## src/rtl/spdif_frame_seq.sv

```systemverilog
// ---------------------------------------------------------------------------
// spdif_frame_seq
//
// Frame sequencer sitting between the S/PDIF biphase/preamble decoder and the
// mixer datapath. Takes decoded subframes tagged with their preamble, checks
// the B/M/W ordering, tracks the frame index inside a channel-status block,
// declares lock after a run of clean frames, and emits left/right sample
// pairs, per-pair parity status and assembled channel-status bytes.
//
// Parameters
//   FRAMES_PER_BLOCK : frames per channel-status block (multiple of 8, 8..256)
//   LOCK_FRAMES      : consecutive good frames (counted from a B) to lock
//
// Ports
//   clk              : system clock
//   rst              : asynchronous active-low reset
//   sub_valid_i      : one-cycle strobe, a decoded subframe is present
//   sub_pre_i[1:0]   : preamble of that subframe (00 invalid, 01 B, 10 M, 11 W)
//   sub_data_i[23:0] : audio bits
//   sub_ctl_i[3:0]   : [0]=V [1]=U [2]=C [3]=P
//   dec_err_i        : one-cycle biphase-violation pulse from the decoder
//   lock_o           : sequence locked
//   pair_valid_o     : one-cycle strobe for left_o/right_o/pair_perr_o
//   left_o/right_o   : channel A / channel B samples (held between strobes)
//   pair_perr_o      : parity error in either subframe of the pair
//   frame_idx_o      : index of the last completed frame
//   block_start_o    : pulses with pair_valid_o when frame_idx_o == 0
//   cs_byte_o        : channel-status byte, bit0 = earliest frame
//   cs_byte_valid_o  : one-cycle strobe for cs_byte_o
//   err_cnt_o        : saturating error counter, cleared only by reset
// ---------------------------------------------------------------------------
module spdif_frame_seq #(
    parameter int FRAMES_PER_BLOCK = 192,
    parameter int LOCK_FRAMES      = 4
) (
    input  logic        clk,
    input  logic        rst,
    input  logic        sub_valid_i,
    input  logic [1:0]  sub_pre_i,
    input  logic [23:0] sub_data_i,
    input  logic [3:0]  sub_ctl_i,
    input  logic        dec_err_i,
    output logic        lock_o,
    output logic        pair_valid_o,
    output logic [23:0] left_o,
    output logic [23:0] right_o,
    output logic        pair_perr_o,
    output logic [7:0]  frame_idx_o,
    output logic        block_start_o,
    output logic [7:0]  cs_byte_o,
    output logic        cs_byte_valid_o,
    output logic [7:0]  err_cnt_o
);

    localparam logic [1:0] PRE_B = 2'b01;
    localparam logic [1:0] PRE_M = 2'b10;
    localparam logic [1:0] PRE_W = 2'b11;

    localparam logic [7:0] LAST_FRAME = 8'(FRAMES_PER_BLOCK - 1);
    localparam int         GW         = $clog2(LOCK_FRAMES + 1);
    localparam logic [GW-1:0] LOCK_CNT = GW'(LOCK_FRAMES);

    typedef enum logic [1:0] {
        HUNT  = 2'd0,
        EXP_R = 2'd1,
        EXP_L = 2'd2
    } state_t;

    state_t state, state_nx;

    // Frame assembly state
    logic [7:0]    frame_cnt;   // frame currently being assembled
    logic [23:0]   left_lat;    // left sample waiting for its right partner
    logic          left_perr;   // parity failure on the latched left
    logic [7:0]    cs_sr;       // C bits, newest enters at bit 7
    logic [GW-1:0] good_cnt;    // clean frames since the last restart

    // Decode of the current input
    logic sub_perr;
    logic is_b;
    logic is_w;
    logic left_ok;

    // Per-cycle actions
    logic take_left;
    logic complete;
    logic violation;
    logic seq_err;
    logic par_err;

    logic          pair_perr;
    logic [GW-1:0] good_nx;
    logic          lock_nx;
    logic [1:0]    err_inc;
    logic [8:0]    err_sum;

    // Even parity over bits 4..31: data plus V/U/C/P must XOR to zero.
    assign sub_perr = ^{sub_data_i, sub_ctl_i};
    assign is_b     = sub_valid_i && (sub_pre_i == PRE_B);
    assign is_w     = sub_valid_i && (sub_pre_i == PRE_W);

    // The left after the last frame of a block must carry B, otherwise M.
    assign left_ok  = sub_valid_i &&
                      ((frame_cnt == LAST_FRAME) ? (sub_pre_i == PRE_B)
                                                 : (sub_pre_i == PRE_M));

    // -----------------------------------------------------------------------
    // State register
    // -----------------------------------------------------------------------
    always_ff @(posedge clk or negedge rst) begin
        if (!rst) state <= HUNT;
        else      state <= state_nx;
    end

    // -----------------------------------------------------------------------
    // Output / action decode
    // -----------------------------------------------------------------------
    always_comb begin
        take_left = 1'b0;
        complete  = 1'b0;
        violation = 1'b0;
        seq_err   = 1'b0;
        case (state)
            HUNT: begin
                take_left = is_b;
            end
            EXP_R: begin
                seq_err   = sub_valid_i && !is_w;
                violation = dec_err_i || seq_err;
                complete  = is_w && !dec_err_i;
            end
            EXP_L: begin
                seq_err   = sub_valid_i && !left_ok;
                violation = dec_err_i || seq_err;
                // An out-of-place B still counts as a violation but is taken
                // as the start of a new block rather than thrown away.
                take_left = !dec_err_i && (left_ok || is_b);
            end
            default: ;
        endcase
    end

    // -----------------------------------------------------------------------
    // Next-state logic
    // -----------------------------------------------------------------------
    always_comb begin
        state_nx = state;
        case (state)
            HUNT:    if (is_b)      state_nx = EXP_R;
            EXP_R:   if (violation) state_nx = HUNT;
                     else if (complete) state_nx = EXP_L;
            EXP_L:   if (take_left) state_nx = EXP_R;
                     else if (violation) state_nx = HUNT;
            default: state_nx = HUNT;
        endcase
    end

    // -----------------------------------------------------------------------
    // Lock and error bookkeeping
    // -----------------------------------------------------------------------
    assign pair_perr = left_perr | sub_perr;
    assign good_nx   = pair_perr ? '0
                     : (good_cnt == LOCK_CNT) ? LOCK_CNT : good_cnt + 1'b1;
    assign lock_nx   = lock_o || (good_nx == LOCK_CNT);

    // Parity only counts on subframes that were actually accepted.
    assign par_err   = sub_perr && (take_left || complete);
    assign err_inc   = {1'b0, dec_err_i} + {1'b0, seq_err} + {1'b0, par_err};
    assign err_sum   = {1'b0, err_cnt_o} + {7'd0, err_inc};

    // -----------------------------------------------------------------------
    // Frame assembly
    // -----------------------------------------------------------------------
    always_ff @(posedge clk or negedge rst) begin
        if (!rst) begin
            frame_cnt <= '0;
            left_lat  <= '0;
            left_perr <= 1'b0;
            cs_sr     <= '0;
        end else if (take_left) begin
            left_lat  <= sub_data_i;
            left_perr <= sub_perr;
            cs_sr     <= {sub_ctl_i[2], cs_sr[7:1]};
            frame_cnt <= is_b ? 8'd0 : frame_cnt + 8'd1;
        end
    end

    always_ff @(posedge clk or negedge rst) begin
        if (!rst) begin
            good_cnt <= '0;
            lock_o   <= 1'b0;
        end else if (violation) begin
            good_cnt <= '0;
            lock_o   <= 1'b0;
        end else if (state == HUNT && is_b) begin
            good_cnt <= '0;
        end else if (complete) begin
            good_cnt <= good_nx;
            lock_o   <= lock_nx;
        end
    end

    always_ff @(posedge clk or negedge rst) begin
        if (!rst) err_cnt_o <= '0;
        else      err_cnt_o <= err_sum[8] ? 8'hFF : err_sum[7:0];
    end

    // -----------------------------------------------------------------------
    // Pair / channel-status outputs (registered, one cycle after the W)
    // -----------------------------------------------------------------------
    always_ff @(posedge clk or negedge rst) begin
        if (!rst) begin
            pair_valid_o    <= 1'b0;
            left_o          <= '0;
            right_o         <= '0;
            pair_perr_o     <= 1'b0;
            frame_idx_o     <= '0;
            block_start_o   <= 1'b0;
            cs_byte_o       <= '0;
            cs_byte_valid_o <= 1'b0;
        end else begin
            pair_valid_o    <= 1'b0;
            block_start_o   <= 1'b0;
            cs_byte_valid_o <= 1'b0;
            if (complete) begin
                frame_idx_o <= frame_cnt;
                if (lock_nx) begin
                    pair_valid_o  <= 1'b1;
                    left_o        <= left_lat;
                    right_o       <= sub_data_i;
                    pair_perr_o   <= pair_perr;
                    block_start_o <= (frame_cnt == 8'd0);
                    // Frames are counted from 0 at each B, so the shift
                    // register holds exactly frames idx-7..idx here.
                    if (frame_cnt[2:0] == 3'd7) begin
                        cs_byte_o       <= cs_sr;
                        cs_byte_valid_o <= 1'b1;
                    end
                end
            end
        end
    end

endmodule

```

## config.mk

```make
export PLATFORM = sky130hd
export DESIGN_NAME = spdif_frame_seq
export DESIGN_NICKNAME = d
export VERILOG_FILES = /design/src/rtl/spdif_frame_seq.sv
export SDC_FILE = /design/constraint.sdc
export NUM_CORES = 1
export LEC_CHECK = 0
export CAP_MARGIN = 40
export CORE_MARGIN = 2
export CORE_UTILIZATION = 50
export CTS_CLUSTER_DIAMETER = 30
export DETAILED_ROUTE_END_ITERATION = 10
export GPL_ROUTABILITY_DRIVEN = 1
export GPL_TIMING_DRIVEN = 0
export PLACE_DENSITY = 0.8
export SLEW_MARGIN = 5
export SYNTH_ARGS = -nofsm -noshare
export SYNTH_HDL_FRONTEND = slang
export SYNTH_SLANG_ARGS = --single-unit
```

## constraint.sdc

```tcl
create_clock -name clk -period 6.35 [get_ports clk]
set_input_delay 0.9525 -clock clk [delete_from_list [all_inputs] [get_ports clk]]
set_output_delay 0.9525 -clock clk [all_outputs]
set_load 0.05 [all_outputs]
```

; ---- Word level (Yosys, flattened, before mapping)
; Cells that the tools add are included.
[op_classes]
mux = 28
eq_ne = 13
n_bitwise = 1
n_reduce_logical = 26
addsub = 5
[ops]
columns = op, count
row1 = parity 28 bit, 1
row2 = two-way mux 8 bit, 2
row3 = two-way mux 3 bit, 5
row4 = two-way mux 1 bit, 12
row5 = two-way mux 2 bit, 5
row6 = adder 8 x 2 -> 9 bit, 1
row7 = == test 3 bit (second input constant), 3
row8 = logical AND 1 bit, 9
row9 = adder 8 x 1 -> 8 bit (second input constant), 1
row10 = == test 8 bit (second input constant), 1
row11 = zero test 8 bit, 1
row12 = == test 2 bit (second input constant), 3
row13 = inequality test 3 bit (second input constant), 2
row14 = case mux 1 bit (2 select lines), 3
row15 = case mux 2 bit (3 select lines), 1
row16 = AND reduction 3 bit, 2
row17 = logical OR 1 bit, 5
row18 = == test 2 x 1 -> 1 bit (second input constant), 2
row19 = inequality test 2 bit (second input constant), 2
row20 = AND reduction 2 bit, 2
row21 = adder 3 x 1 -> 3 bit (second input constant), 1
row22 = zero test 1 bit, 3
row23 = nonzero test 3 bit, 1
row24 = adder 1 x 1 -> 2 bit, 1
row25 = other kinds (4), 4
[word_totals]
output_inout_bits = 77
regBits = 123
input_bits = 34

; ---- Depth between registers and ports, before layout
[depth]
depth_word = 11
mapped_depth = 17
ltp_nobuf = 15

; ---- Worst setup path before layout
; OpenSTA, ideal clock, no wires.
[synth_path]
kind = in2reg
start = input sub_pre_i[1]
end = register err_cnt_o[6]
setup_slack_ns = 2.412
setup_ns = 0.078
stages = 15
t_arrival_ns = 3.860
path_cell_list = nand3b_1 a21oi_1 nor2_1 clkbuf_1 clkbuf_1 nand2_1 nand2_1 fa_1 inv_1 ha_1 fa_1 and3_1 nand3_1 nor3_1 a21oi_1
[synth_via]
elab_chain_cells = 11
[synth_rtl]
columns = element, line
row1 = start: declaration, 39  ; input logic [1:0] sub_pre_i,
row2 = == test 2 bit / == test 2 x 1 -> 1 bit (equally long branches), "105, 99, 104"
row3 = two-way mux 1 bit, 104  ; ((frame_cnt == LAST_FRAME) ? (sub_pre_i == PRE_B)
row4 = logical AND 1 bit, 103  ; assign left_ok = sub_valid_i &&
row5 = logical OR 1 bit, 137  ; take_left = !dec_err_i && (left_ok || is_b);
row6 = logical AND 1 bit, 137
row7 = case mux 1 bit (2 select lines), 123  ; case (state)
row8 = logical OR 1 bit, 167  ; assign par_err = sub_perr && (take_left || complete);
row9 = logical AND 1 bit, 167
row10 = adder 2 x 1 -> 2 bit *, 168  ; assign err_inc = {1'b0, dec_err_i} + {1'b0, seq_err} + {1'b0, par_err};
row11 = adder 8 x 2 -> 9 bit *, 169  ; assign err_sum = {1'b0, err_cnt_o} + {7'd0, err_inc};
row12 = two-way mux 8 bit *, 205  ; else err_cnt_o <= err_sum[8] ? 8'hFF : err_sum[7:0];
row13 = end signal: assignment, 205
row14 = end: declaration, 52  ; output logic [7:0] err_cnt_o
; Every way passes the cells marked *; elsewhere a longest branch is shown, timed or not.
; A chain may end at the register's enable or synchronous reset.

; ---- Worst setup path in the final report
[layout_path]
start = input sub_valid_i
end = register err_cnt_o[5]
[layout_via]
elab_chain_cells = 9
[layout_rtl]
columns = element, line
row1 = start: declaration, 38  ; input logic sub_valid_i,
row2 = logical AND 1 bit (on tied branches), "103, 99"
row3 = logical OR 1 bit, 137
row4 = logical AND 1 bit, 137
row5 = case mux 1 bit (2 select lines), 123
row6 = logical OR 1 bit, 167
row7 = logical AND 1 bit, 167
row8 = adder 2 x 1 -> 2 bit *, 168
row9 = adder 8 x 2 -> 9 bit *, 169
row10 = two-way mux 8 bit *, 205
; Marks and branches as above.

==> metrics.txt <==
main flop type after synthesis dfrtp_1; Syn Nets 466; Clk Latency, worst-skew pair 0.52 ns; R2R Setup Slk 1.94 ns; Reg area 3078 um2; Tot GR Track Use 0.2161; Worst Setup Start Kind input pin; WP data arrival 5.18 ns; Yosys Warn Count 0; Hold WC Path Type in -> async; CTS clock-pin slew for the worst setup and hold paths 0.06 ns; Final Cell Area 7416 um2; skew final 0.01435 ns; pwr/cell area 367.8 nW/um2; core area 10,750 um2; Die Wd 108.7 um; top cell type's share of synthesized area 0.5619; router iterations before antenna repair 4; period utilization 0.7564; outcome finished, final reports clean; syn avg cell area 13.07 um2; fraction of registers with async set/reset 1.000; fmax 208.2 MHz; I/O pin cnt 111; CTS Sinks 123; Worst EP required 6.73 ns; min cycle time layout 4.803 ns; starting DRC count in detailed routing 240; area of the die 11,810 um2; Worst-Margin Slew 0.7137 ns; reg-to-reg endpoint err_cnt_o[5]$_DFF_PN0_; antenna violations before repair 0; post-synth top area cell dfrtp_1; library cells used by synthesis 48; max-cap check violation count 0; Post-Place Cell Area 6783 um2; #FFs+latches synth 123; CTS Buf Count 17; largest net degree at the start of global routing 73; Leak 3.432 nW; final WL 11,950 um; final slew viol count 0; Via-to-Cell Ratio 5.300; grt ovf 0; final setup violation count 0; worst r2r src state[0]$_DFFE_PN0P_; Post-synth EDFFs 0; Max VDD drop 249.5 uV; final hold vios 0; vias in the first global route 3,990; Reg2Reg Depth 16; CTS tree done; Crit. End Element flip-flop; top cells by area, synth dfrtp_1, mux2_2, xnor2_1, nand2_1, ha_1; cts hold-fix bufs 0; sequential share of the synthesized area 0.5619; Final ANT Viol Nets 0; n_diodes 0; Filler cells 776; Avg WL per Cell 17.04 um; unrepaired setup endpoints after global routing false; Post-route DRC 0; GP Congestion 0.8250; H-tree depth 4; initial core utilization 0.5098; CP Max Fanout 10; port buffer count 110; Setup TNS 0 ns; fin nets 596; Root Buffer clkbuf_8; Post-CTS Resized 0; # Post-CTS Setup Buffers 0; Slew headroom 0.5242; floorplan row count 38; overall die height 108.7 um; Layout Cells excl Fill 701; Crit Path Category in -> reg; clock buffer depth 2; area of the multi-input gates 2268 um2; area delta synth->final 35.38%; routed vias 3,715; Detailed Place HPWL 8454 um; layout cells sized above 1 0.2299; Mapped Cells 419; mapped cell area 5478 um2; global-route wire length before repair 19,330 um; dpl cells 670
-- placed cells by master, fill, tap and decap left out, types with 3 or more instances in the layout --
| cell type | n |
|---|---|
| nor2_1 | 15 |
| clkbuf_8 | 5 |
| a21oi_1 | 11 |
| clkbuf_16 | 16 |
| ha_1 | 11 |
| bufinv_16 | 4 |
| and3_1 | 4 |
| dfrtp_1 | 123 |
| inv_1 | 13 |
| nand2_1 | 43 |
| o21ai_0 | 8 |
| mux2_2 | 86 |
| nand2b_1 | 5 |
| o31ai_1 | 3 |
| mux2_1 | 3 |
| buf_6 | 6 |
| clkinv_4 | 3 |
| clkdlybuf4s50_1 | 109 |
| xnor2_1 | 30 |
| nor2b_1 | 3 |
| nor3_1 | 7 |
| nand3_1 | 5 |
| clkbuf_1 | 7 |
-- where the power goes --
| group | internal, mW | switching, mW |
|---|---|---|
| Clock | 0.677 | 0.335 |
| Combinational | 0.305 | 0.367 |
| Sequential | 0.933 | 0.111 |
-- flip-flops by register name, indices dropped and copies added, names as in the netlist --
| register | count |
|---|---|
| lock_o | 1 |
| cs_sr | 8 |
| pair_perr_o | 1 |
| right_o | 24 |
| good_cnt | 3 |
| err_cnt_o | 8 |
| left_perr | 1 |
| cs_byte_o | 8 |
| block_start_o | 1 |
| state | 2 |
| left_lat | 24 |
| left_o | 24 |
| cs_byte_valid_o | 1 |
| frame_cnt | 8 |
| frame_idx_o | 8 |
| pair_valid_o | 1 |
-- synthesized netlist by cell type (2+ instances only) --
cell type and n:
mux2_2 86, ha_1 11, mux2_1 3, nor2_1 15, nand2b_1 5, buf_6 5, clkbuf_1 7, and3_1 4
and3b_1 2, or3_1 2, nand2_1 43, inv_1 13, o31ai_1 3, mux2i_1 2, nand3b_1 2, nor3_1 7
nand4b_1 2, xnor2_1 30, a21oi_1 11, dfrtp_1 123, a21boi_0 2, nor2b_1 3, fa_1 2, nand3_1 5
o21ai_0 8
-- critical path: stages --
cell and delay, ns:
clkdlybuf4s50_1 0.58, nand3b_1 0.20, a21oi_1 0.55, nor2_1 0.23, clkbuf_1 0.33, clkbuf_1 0.41
nand2_1 0.14, nand2_1 0.10, fa_1 0.50, inv_1 0.04, ha_1 0.22, fa_1 0.42
and3_1 0.20, nand2_1 0.18, o21ai_0 0.12
-- cells by family (layout without fill, tap and decap cells) --
family	after synthesis	in the layout	share of synthesized area
AOI/OAI and AO/OA	35	35	0.04409
and+or+nand+nor	97	97	0.08566
xor gates and xnor gates	35	35	0.06533
DFF	123	123	0.5619
adders and majority gates	13	13	0.03243
buffers and inverters	25	167	0.02398
muxes	91	91	0.1866
-- worst max path at each step --
stage          depth (start not counted)                     end    startpoint  slack (ns)
2_1_floorplan                         15  err_cnt_o[6]$_DFF_PN0_  sub_pre_i[1]        2.41
3_3_place_gp                           1  err_cnt_o[0]$_DFF_PN0_           rst       -0.28
3_5_place_dp                          15  err_cnt_o[5]$_DFF_PN0_   sub_valid_i        0.96
4_1_cts                               15  err_cnt_o[5]$_DFF_PN0_   sub_valid_i        1.55
5_1_grt                               15  err_cnt_o[5]$_DFF_PN0_   sub_valid_i        1.28
6_report                              15  err_cnt_o[5]$_DFF_PN0_   sub_valid_i        1.55
-- layout make-up --
| type | instances | share of cell area |
|---|---|---|
| buffer | 12 | 0.01114 |
| timing repair buffer | 111 | 0.1524 |
| clock inverter | 10 | 0.02210 |
| clock buffer | 21 | 0.06327 |
| sequential | 123 | 0.4150 |
| tap | 140 | 0.02362 |
| multi-input combinational | 271 | 0.3059 |
| inverter | 13 | 0.006580 |
-- metrics by stage --
step	worst slack (ns)	power [mW]	hold slack (ns)	utilization
finish	1.547	2.728	0.3738	0.6901
detailed placement	0.9615	1.723	0.4708	0.6312
global route	1.277	2.866	0.4044	0.6901
floorplan	2.412	1.499	0.4585	-
CTS	1.547	2.749	0.3802	0.6901
global placement	-0.2835	1.681	0.4664	0.6286
-- layer usage --
metal / global-route usage / wire [um] / up-vias
met1: 0.2643 / 5119 / 1873
met4: 0.07326 / 137 / 0
li1: - / - / 1718
met2: 0.3768 / 6117 / 109
met3: 0.05081 / 574 / 15
met5: 0 / 0 / -
Power figures use the tool's default switching activity.
==> patch: new RTL, config.mk and constraints unchanged <==
Compare `frame_cnt` against `LAST_FRAME` with >= in place of ==.
--- a/src/rtl/spdif_frame_seq.sv
+++ b/src/rtl/spdif_frame_seq.sv
@@ -101,7 +101,7 @@
 
     // The left after the last frame of a block must carry B, otherwise M.
     assign left_ok  = sub_valid_i &&
-                      ((frame_cnt == LAST_FRAME) ? (sub_pre_i == PRE_B)
+                      ((frame_cnt >= LAST_FRAME) ? (sub_pre_i == PRE_B)
                                                  : (sub_pre_i == PRE_M));
 
     // -----------------------------------------------------------------------
Function: no difference found for any inputs over 10 cycles, from zero or initial values and one cycle with rst low; that may be too few to reach the edited logic, so the function may still have changed.
==> patch against the unedited design <==
Maximum frequency up 2.8%. Die area down 2.0%. Via count down 5.0%. Routed wire length down 5.9%. Area after synthesis down 2.1%. Critical path depth up 1. Worst hold slack worse by 0.046 ns. Sequential share of layout area up 0.81 points. Power down 7.6%. First-iteration DRC count down 50%. Utilization up 1.1 points. Design area down 1.9%. Sequential cell count unchanged. Worst setup slack better by 0.13 ns. Critical endpoint is now err_cnt_o[4]$_DFF_PN0_. Largest cell class unchanged. Largest power group unchanged.
==> patch: results (changes against the unedited design) <==
metric,value,unit,change
P_sw,0.724,mW,was 0.812 mW
most frequent cells after synthesis,"123 x dfrtp_1, 91 x mux2_2, 44 x nand2_1",,"was 123 x dfrtp_1, 86 x mux2_2, 43 x nand2_1"
routed vias/inst,5.20,,was 5.30
register area share after synthesis,57.4,%,was 56.2%
Placed Cells,646,,was 670
vias,3528,,"was 3,715"
drt initial violations,119,,was 240
met1 GRT Util,27.5,%,was 26.4%
"Distinct cells, synth",41,,was 48
largest net degree at the start of global routing,90,,was 73
Filler Cell Count,778,,was 776
Synth Area in Adders,3.31,%,was 3.24%
net count of the finished layout,576,,was 596
per-cell routed wire length,16.6,um,was 17.0 um
met1 WL,4890,um,was 5120 um
dpl cell area,6670,um2,was 6780 um2
grt met2 use,33.6,%,was 37.7%
GR Util met3,3.63,%,was 5.08%
Worst Skew,0.00828,ns,was 0.0144 ns
hold slack,0.327,ns,was 0.374 ns
Post-Syn Instances,399,,was 419
ranking of synthesized cells by area,"dfrtp_1 57%, mux2_2 19%, xnor2_1 4.2%",,"was dfrtp_1 56%, mux2_2 18%, xnor2_1 4.8%"
Rel. slew slack,58.5,%,was 52.4%
Worst setup endpoint,err_cnt_o[4]$_DFF_PN0_,,was err_cnt_o[5]$_DFF_PN0_
power per standard cell area,347,nW/um2,was 368 nW/um2
outcome,"finished, final reports clean",,unchanged
share of cells above drive strength 1,25.1,%,was 23.0%
first-pass GRT wire length,18500,um,"was 19,300 um"
vias in the first global route,3657,,"was 3,990"
P_leak,3.37,nW,was 3.43 nW
Post-DP HPWL,7850,um,was 8450 um
final instance area,7270,um2,was 7420 um2
WP data arrival,5.06,ns,was 5.18 ns
FF-to-FF Start,frame_cnt[3]$_DFFE_PN0N_,,was state[0]$_DFFE_PN0P_
xor/xnor cell area share of the yosys netlist,6.09,%,was 6.53%
mux cell area share after synthesis,19.3,%,was 18.7%
final worst slack,1.68,ns,was 1.55 ns
GRT Util Overall,20.7,%,was 21.6%
## patch: cell types whose count changed after synthesis, moves of 3 or more
cell and change:
xor2_1 +5, o31ai_1 -3, xnor2_1 -4, nand2b_1 -3, nor2_1 -5, mux2_1 -3, mux2_2 +5, o21ai_0 -3
## patch: critical path: stages
cell             delay [ns]
clkdlybuf4s50_1        0.57
nand3_1                0.22
o21ai_1                0.56
nor2_1                 0.18
clkbuf_1               0.33
clkbuf_1               0.35
nand2_1                0.14
nand2_1                0.10
fa_1                   0.49
inv_1                  0.04
ha_1                   0.22
fa_1                   0.43
nand2_1                0.12
nor2_1                 0.07
nand3_1                0.20
nand2_1                0.08
## patch: layout make-up
type / count / area share (%)
Buffer: 12 / 1.14
Clock buffer: 19 / 6.07
Clock inverter: 13 / 2.29
Inverter: 12 / 0.619
Multi-Input combinational cell: 252 / 29.7
Sequential cell: 123 / 42.3
Tap cell: 136 / 2.34
Timing Repair Buffer: 111 / 15.5
